[config.mk]
export PLATFORM = sky130hd
export DESIGN_NAME = mult_wb_merge
export DESIGN_NICKNAME = d
export VERILOG_FILES = /design/src/rtl/mult_wb_merge_pkg.sv /design/src/rtl/mult_wb_merge_wb_fifo.sv /design/src/rtl/mult_wb_merge.sv
export SDC_FILE = /design/constraint.sdc
export NUM_CORES = 1
export LEC_CHECK = 0
export ABC_AREA = 0
export BUFFER_PORTS_ARGS = -buffer_cell sky130_fd_sc_hd__buf_4
export CORE_MARGIN = 3
export CORE_UTILIZATION = 50
export CTS_BUF_LIST = sky130_fd_sc_hd__clkbuf_2
export CTS_CLUSTER_DIAMETER = 120
export CTS_CLUSTER_SIZE = 40
export DETAILED_ROUTE_END_ITERATION = 7
export GPL_TIMING_DRIVEN = 0
export MAX_ROUTING_LAYER = met4
export PLACE_DENSITY = 0.74
export SLEW_MARGIN = 10
export SYNTH_ARGS = -nofsm -noshare
export SYNTH_HDL_FRONTEND = slang
export SYNTH_SLANG_ARGS = --single-unit
[constraint.sdc]
create_clock -name clk -period 2.8 [get_ports clk]
set_input_delay 0.14 -clock clk [delete_from_list [all_inputs] [get_ports clk]]
set_output_delay 0.14 -clock clk [all_outputs]
set_load 0.03 [all_outputs]
[src/rtl/mult_wb_merge_pkg.sv]
`default_nettype none
// ============================================================================
// Module   : mult_wb_merge_pkg
// Brief    : Shared register-file sizes and writeback-entry type for the
//            multiply writeback merge.
// Revision : 1.0 - initial release
// ============================================================================
package mult_wb_merge_pkg;

  localparam int REG_SIZE = 32;
  localparam int REG_ADDR = 5;

  typedef struct packed {
    logic                live;
    logic [REG_ADDR-1:0] dst;
    logic [REG_SIZE-1:0] data;
  } wb_entry_t;

endpackage
`default_nettype wire

[src/rtl/mult_wb_merge_wb_fifo.sv]
`default_nettype none
// ============================================================================
// Module   : wb_fifo
// Brief    : Multiply holding FIFO with per-entry kill-by-address and a live
//            destination match used for hazard queries.
// Revision : 1.0 - initial release
// ============================================================================
module wb_fifo
  import mult_wb_merge_pkg::*;
#(
  parameter int DATA_W = REG_SIZE,
  parameter int ADDR_W = REG_ADDR,
  parameter int DEPTH  = 2,
  parameter int PTR_W  = $clog2(DEPTH),
  parameter int CNT_W  = $clog2(DEPTH + 1)
) (
  input  logic              clk,
  input  logic              reset,
  input  logic              push,
  input  logic              push_live,
  input  logic              push_exc,
  input  logic [ADDR_W-1:0] push_dst,
  input  logic [DATA_W-1:0] push_data,
  input  logic              pop,
  input  logic              kill_en,
  input  logic [ADDR_W-1:0] kill_dst,
  input  logic [ADDR_W-1:0] chk_reg,
  output logic              head_live,
  output logic              head_exc,
  output logic [ADDR_W-1:0] head_dst,
  output logic [DATA_W-1:0] head_data,
  output logic [CNT_W-1:0]  count,
  output logic              empty,
  output logic              chk_match
);

  logic              r_live [DEPTH];
  logic              r_exc  [DEPTH];
  logic [ADDR_W-1:0] r_dst  [DEPTH];
  logic [DATA_W-1:0] r_data [DEPTH];
  logic [PTR_W-1:0]  r_wr_ptr;
  logic [PTR_W-1:0]  r_rd_ptr;
  logic [CNT_W-1:0]  r_count;

  always_ff @(posedge clk) begin
    if (reset) begin
      r_wr_ptr <= '0;
      r_rd_ptr <= '0;
      r_count  <= '0;
      for (int i = 0; i < DEPTH; i++) begin
        r_live[i] <= 1'b0;
        r_exc[i]  <= 1'b0;
        r_dst[i]  <= '0;
        r_data[i] <= '0;
      end
    end else begin
      // Kill first so a push into the free slot is never affected by it.
      if (kill_en) begin
        for (int i = 0; i < DEPTH; i++) begin
          if (r_dst[i] == kill_dst) r_live[i] <= 1'b0;
        end
      end
      if (pop) begin
        r_live[r_rd_ptr] <= 1'b0;
        r_exc[r_rd_ptr]  <= 1'b0;
        r_rd_ptr         <= r_rd_ptr + 1'b1;
      end
      if (push) begin
        r_live[r_wr_ptr] <= push_live;
        r_exc[r_wr_ptr]  <= push_exc;
        r_dst[r_wr_ptr]  <= push_dst;
        r_data[r_wr_ptr] <= push_data;
        r_wr_ptr         <= r_wr_ptr + 1'b1;
      end
      if (push && !pop)      r_count <= r_count + 1'b1;
      else if (pop && !push) r_count <= r_count - 1'b1;
    end
  end

  always_comb begin
    chk_match = 1'b0;
    for (int i = 0; i < DEPTH; i++) begin
      if (r_live[i] && (r_dst[i] == chk_reg)) chk_match = 1'b1;
    end
  end

  assign head_live = r_live[r_rd_ptr];
  assign head_exc  = r_exc[r_rd_ptr];
  assign head_dst  = r_dst[r_rd_ptr];
  assign head_data = r_data[r_rd_ptr];
  assign count     = r_count;
  assign empty     = (r_count == '0);

endmodule
`default_nettype wire

[src/rtl/mult_wb_merge.sv]
`default_nettype none
// ============================================================================
// Module   : mult_wb_merge
// Brief    : Merges multiply and ALU writebacks onto one register-file port,
//            ALU first; optional overflow trap via MUL_OVF_TRAP_EN.
// Revision : 1.0 - initial release
// ============================================================================
module mult_wb_merge
  import mult_wb_merge_pkg::*;
#(
  parameter int DATA_W = REG_SIZE,
  parameter int ADDR_W = REG_ADDR,
  parameter int DEPTH  = 2
) (
  input  logic              clk,
  input  logic              reset,
  input  logic              alu_valid,
  input  logic [ADDR_W-1:0] alu_dst,
  input  logic [DATA_W-1:0] alu_data,
  input  logic              mul_valid,
  input  logic [ADDR_W-1:0] mul_dst,
  input  logic [DATA_W-1:0] mul_data,
  input  logic              mul_overflow,
  output logic              mul_stall,
  input  logic [ADDR_W-1:0] chk_reg,
  output logic              chk_pending,
  output logic              rf_we,
  output logic [ADDR_W-1:0] rf_waddr,
  output logic [DATA_W-1:0] rf_wdata,
  output logic              mul_exc
);

  localparam int CNT_W = $clog2(DEPTH + 1);

  logic              w_ovf_trap;
  logic              w_accept;
  logic              w_alu_kill;
  logic              w_mul_live;
  logic              w_push;
  logic              w_pop;
  logic              w_we;
  logic              w_exc;
  logic [ADDR_W-1:0] w_waddr;
  logic [DATA_W-1:0] w_wdata;

  logic              w_head_live;
  logic              w_head_exc;
  logic [ADDR_W-1:0] w_head_dst;
  logic [DATA_W-1:0] w_head_data;
  logic [CNT_W-1:0]  w_count;
  logic              w_empty;

  logic              r_we;
  logic              r_exc;
  logic [ADDR_W-1:0] r_waddr;
  logic [DATA_W-1:0] r_wdata;

`ifdef MUL_OVF_TRAP_EN
  assign w_ovf_trap = mul_overflow;
`else
  logic w_unused_ovf;
  assign w_unused_ovf = mul_overflow;
  assign w_ovf_trap   = 1'b0;
`endif

  assign mul_stall  = (w_count == CNT_W'(DEPTH));
  assign w_accept   = mul_valid && !mul_stall && (mul_dst != '0);
  // The ALU op is younger than every multiply result still in flight.
  assign w_alu_kill = alu_valid && (alu_dst != '0);
  assign w_mul_live = !w_ovf_trap && !(w_alu_kill && (mul_dst == alu_dst));

  always_comb begin
    w_push  = 1'b0;
    w_pop   = 1'b0;
    w_we    = 1'b0;
    w_exc   = 1'b0;
    w_waddr = '0;
    w_wdata = '0;
    if (alu_valid) begin
      w_push  = w_accept;
      w_we    = (alu_dst != '0);
      w_waddr = alu_dst;
      w_wdata = alu_data;
    end else if (!w_empty) begin
      w_push  = w_accept;
      w_pop   = 1'b1;
      w_we    = w_head_live;
      w_exc   = w_head_exc;
      w_waddr = w_head_dst;
      w_wdata = w_head_data;
    end else begin
      w_we    = w_accept && w_mul_live;
      w_exc   = w_accept && w_ovf_trap;
      w_waddr = mul_dst;
      w_wdata = mul_data;
    end
  end

  wb_fifo #(
    .DATA_W (DATA_W),
    .ADDR_W (ADDR_W),
    .DEPTH  (DEPTH)
  ) u_fifo (
    .clk       (clk),
    .reset     (reset),
    .push      (w_push),
    .push_live (w_mul_live),
    .push_exc  (w_ovf_trap),
    .push_dst  (mul_dst),
    .push_data (mul_data),
    .pop       (w_pop),
    .kill_en   (w_alu_kill),
    .kill_dst  (alu_dst),
    .chk_reg   (chk_reg),
    .head_live (w_head_live),
    .head_exc  (w_head_exc),
    .head_dst  (w_head_dst),
    .head_data (w_head_data),
    .count     (w_count),
    .empty     (w_empty),
    .chk_match (chk_pending)
  );

  always_ff @(posedge clk) begin
    if (reset) begin
      r_we    <= 1'b0;
      r_exc   <= 1'b0;
      r_waddr <= '0;
      r_wdata <= '0;
    end else begin
      r_we    <= w_we;
      r_exc   <= w_exc;
      r_waddr <= w_waddr;
      r_wdata <= w_wdata;
    end
  end

  assign rf_we    = r_we;
  assign rf_waddr = r_waddr;
  assign rf_wdata = r_wdata;
  assign mul_exc  = r_exc;

endmodule
`default_nettype wire

==> impl_table.tex <==
\begin{tabular}{lr}
\hline
Metric & Value \\
\hline
\multicolumn{2}{l}{\textbf{Worst setup path}} \\
\quad Critical Path Source Type & register \\
\quad Worst path arrival time & 3170 ps \\
\quad Cell class contributing the biggest share of worst-path delay & buffers and inverters \\
\quad Maximum net fanout on the critical path & 10 \\
\quad Cell type of the slowest stage on the worst timing path & dlygate4sd3\_1 \\
\quad Nature of the critical path endpoint & register \\
\quad Category of the most critical setup path & reg -> reg \\
\quad Data required time at the worst endpoint & 3340 ps \\
\quad Cell-by-cell listing of the critical path & buf\_2 > buf\_1 > mux2\_2 > a222oi\_1 > dlygate4sd3\_1 > nor2\_1 \\
\quad Setup slack of the most critical reg-to-reg path & 170 ps \\
\quad Worst Path Buf+Inv & 3 \\
\quad Peak per-stage delay on the critical path & 600 ps \\
\quad R2R cell count & 6 \\
\quad FF-to-FF End & rf\_wdata[5] \\
\multicolumn{2}{l}{\textbf{Timing}} \\
\quad Slew HR & 54.7\% \\
\quad Worst slew pin tran & 680 ps \\
\quad RSZ-0062 raised after global routing & no \\
\quad Final hold slack & 67.8 ps \\
\quad Upper clock frequency limit & 0.380 GHz \\
\quad Final slew viol count & 0 \\
\quad Period utilisation layout & 94.0\% \\
\quad Clock tree skew after final layout & 45.1 ps \\
\quad Final critical path time including I/O delays and setup & 2630 ps \\
\quad Final Setup Violations & 0 \\
\quad Final Hold Fails & 0 \\
\multicolumn{2}{l}{\textbf{Yosys}} \\
\quad Main flop type after synthesis & edfxtp\_1 \\
\quad Seq/Total Area, Yosys & 60.3\% \\
\quad FF+latch count, synth & 119 \\
\quad Gate Count Post-Synth & 411 \\
\quad Count of flip-flops with a built-in enable after synthesis & 76 \\
\quad Async SR Flop Fraction & 0\% \\
\quad Number of different library cells in the post-synthesis netlist & 34 \\
\quad Area fraction of the dominant cell type after synthesis & 43.8\% \\
\quad Synth area leaders & edfxtp\_1 (44\%), dfxtp\_1 (17\%), and2\_1 (8.9\%) \\
\quad Largest area contributor in the netlist & edfxtp\_1 \\
\quad Number of nets in the synthesized netlist & 496 \\
\quad Average cell area after synthesis & 12.7 µm² \\
\quad Count of warnings emitted by yosys & 0 \\
\quad Summed instance area of the synthesized netlist & 5210 µm² \\
\multicolumn{2}{l}{\textbf{Floorplan}} \\
\quad Die width & 108 µm \\
\quad Die ar. & 11,700 µm² \\
\quad Area of the core region & 9950 µm² \\
\quad Number of primary I/O pins & 125 \\
\quad Effective utilization at floorplan & 52.4\% \\
\quad Core Rows & 36 \\
\quad Die height & 108 µm \\
\multicolumn{2}{l}{\textbf{Detailed routing}} \\
\quad First-pass iteration count of the detailed router & 8 \\
\quad Number of DRC markers in iteration 0 & 425 \\
\quad Number of vias per cell after detailed routing & 5.47 \\
\quad Top sig layer & met4 \\
\quad Total number of vias & 4,264 \\
\quad Post-detailed-route DRC marker count & 0 \\
\quad Routed WL & 14.0 mm \\
\quad M1 wire length & 5.68 mm \\
\quad Met3 wirelength from detailed routing & 922 µm \\
\quad Per-cell routed wire length & 18.0 µm \\
\quad Residual antenna-violating net count after detailed routing & 0 \\
\quad Detailed route wirelength on metal2 & 7.12 mm \\
\multicolumn{2}{l}{\textbf{CTS}} \\
\quad H-tree lvl count & 4 \\
\quad Number of buffers between clock root and the deepest sink & 2 \\
\quad Total CTS buffers & 17 \\
\quad Clk slew on worst S/H paths & 150 ps \\
\quad Clock sink count & 119 \\
\quad TritonCTS clock tree & yes \\
\quad CTS Root Buffer Type & clkbuf\_2 \\
\quad Number of buffers added for setup after CTS & 0 \\
\quad Skew-Pair Late Insertion Delay & 680 ps \\
\multicolumn{2}{l}{\textbf{Layout}} \\
\quad Number of nets at the end of the flow & 719 \\
\quad Final antenna diode count & 0 \\
\quad Layout-stage area growth over the synthesis result & 40.5\% \\
\quad Final core utilization & 73.6\% \\
\quad Proportion of layout cells with a drive suffix above 1 & 31.8\% \\
\multicolumn{2}{l}{\textbf{Power and ir drop}} \\
\quad Power consumption & 5.09 mW \\
\quad Standby leakage power & 3.04 nW \\
\quad Power per cell area & 694 nW/µm² \\
\quad Maximum vdd drop & 0.316 mV \\
\multicolumn{2}{l}{\textbf{Place}} \\
\quad Weighted congestion at the end of routability-driven global placement & 0.881 \\
\quad HPWL Detailed & 8.44 mm \\
\quad Number of input and output port buffers inserted & 122 \\
\multicolumn{2}{l}{\textbf{Global routing}} \\
\quad Antenna violations before repair & 0 \\
\quad Largest net degree at the start of global routing & 38 \\
\quad Global-route wire length before repair & 22.1 mm \\
\quad Via count of the first global-routing pass & 4,438 \\
\quad GRT Residual Overflow & 0 \\
\quad Total routing resource utilization after global routing & 25.6\% \\
\multicolumn{2}{l}{\textbf{Worst hold path}} \\
\quad Worst hold path endpoint & u\_fifo.r\_live[1] \\
\quad Min-Delay Path Class & in -> reg \\
\quad Hold Path Stages & 5 \\
\quad Startpoint of the worst hold path & alu\_dst[3] \\
\multicolumn{2}{l}{\textbf{Job}} \\
\quad Maximum capacitance violations & 0 \\
\multicolumn{2}{l}{\textbf{Run status}} \\
\quad Status & finished, final reports clean \\
\hline
\end{tabular}
cell usage in the layout, fill, tap and decap left out, types with 3 or more instances in the layout:
master	Yosys	final
dfxtp_1	43	43
nor4_1	5	5
buf_2	6	6
nor2b_1	3	3
clkinv_1	0	3
edfxtp_1	76	76
or4_1	3	3
clkbuf_2	1	22
nand3_1	5	5
dlygate4sd3_1	0	80
nor2_1	45	45
xnor2_1	12	12
clkinv_2	0	6
xor2_1	16	16
mux2_2	38	38
a222oi_1	37	37
buf_4	1	123
clkbuf_1	21	20
and2_1	74	74
cells in the mapped netlist, types with 2 or more instances:
| cell | instances |
|---|---|
| mux2_2 | 38 |
| a222oi_1 | 37 |
| xor2_1 | 16 |
| xnor2_1 | 12 |
| nand2_1 | 2 |
| buf_2 | 6 |
| nor4_1 | 5 |
| nor3_1 | 2 |
| edfxtp_1 | 76 |
| dfxtp_1 | 43 |
| inv_1 | 2 |
| nand3_1 | 5 |
| nor2_1 | 45 |
| or3_1 | 2 |
| clkbuf_1 | 21 |
| o21ai_0 | 2 |
| or4_1 | 3 |
| a21oi_1 | 2 |
| buf_1 | 2 |
| and2_1 | 74 |
| nor2b_1 | 3 |
metrics by stage:
step	setup slack [ps]	std cells	instance area (µm²)	TNS (ps)
after floorplan	194	411	5210	0
after global placement	-315	666	6290	-17120
after detailed placement	-217	667	6320	-7970
after CTS	47.0	779	7320	0
after global routing	2.94	780	7330	0
final	168	780	7330	0
where the power goes:
part,switching (mW),internal [mW]
Sequential,0.104,2.17
Combinational,0.968,0.895
Clock,0.631,0.313
Total,1.70,3.38
registers in the layout (all words and copies together) (netlist names), named ones only:
| name | flops |
|---|---|
| u_fifo.count | 2 |
| u_fifo.r_wr_ptr | 1 |
| u_fifo.r_rd_ptr | 1 |
| rf_wdata | 32 |
| u_fifo.r_live | 2 |
| rf_we | 1 |
| rf_waddr | 5 |
| u_fifo.r_data | 64 |
| u_fifo.r_dst | 10 |
per-layer routing:
metal,global-route usage (%),up-vias
li1,-,1974
met1,31.1,2084
met2,42.3,178
met3,4.96,28
met4,10.2,0
met5,-,-
kinds of logic after synthesis:
family,share of synthesized area [%]
muxes,8.21
xor gates and xnor gates,4.70
DFF,60.3
and+or+nand+nor,15.7
buffers and inverters,2.62
AOI/OAI and AO/OA,8.16
adders and majority gates,0.240
other,0.0719
worst reg2reg max path: stages (launching register included):
cell and delay [ps]:
dfxtp_1 350, buf_2 260, buf_1 520, mux2_2 410, a222oi_1 340, dlygate4sd3_1 600
nor2_1 40
timing repair:
action,CTS,global route
gates cloned,0,1
hold buffers,80,0
endpoints found under the hold margin,115,0
resized for setup,1,3
pin swaps,0,1
setup endpoints to repair,37,46
how the worst max path moves through the flow:
stage / cells after the start / from / endpoint / slack, ps
after detailed placement: 6 / u_fifo.count[0] / u_fifo.r_data[1][25] / -220
after global placement: 5 / u_fifo.count[0] / u_fifo.r_dst[0][1] / -310
after global routing: 6 / register / rf_wdata[5] / 3
after CTS: 6 / u_fifo.count[0] / u_fifo.r_data[1][29] / 50
after floorplan: 5 / u_fifo.count[0] / u_fifo.r_data[0][0] / 190
final: 6 / register / rf_wdata[5] / 170
layout make-up:
cell class,count,area [µm²]
sequential,119,3140
inverter,2,7.51
buffer,31,130
multi-input combinational,260,1950
timing repair buffer,203,1740
clock inverter,12,87.6
fill,696,2630
clock buffer,20,100
tap,133,166
(Power assumes the default switching activity.)
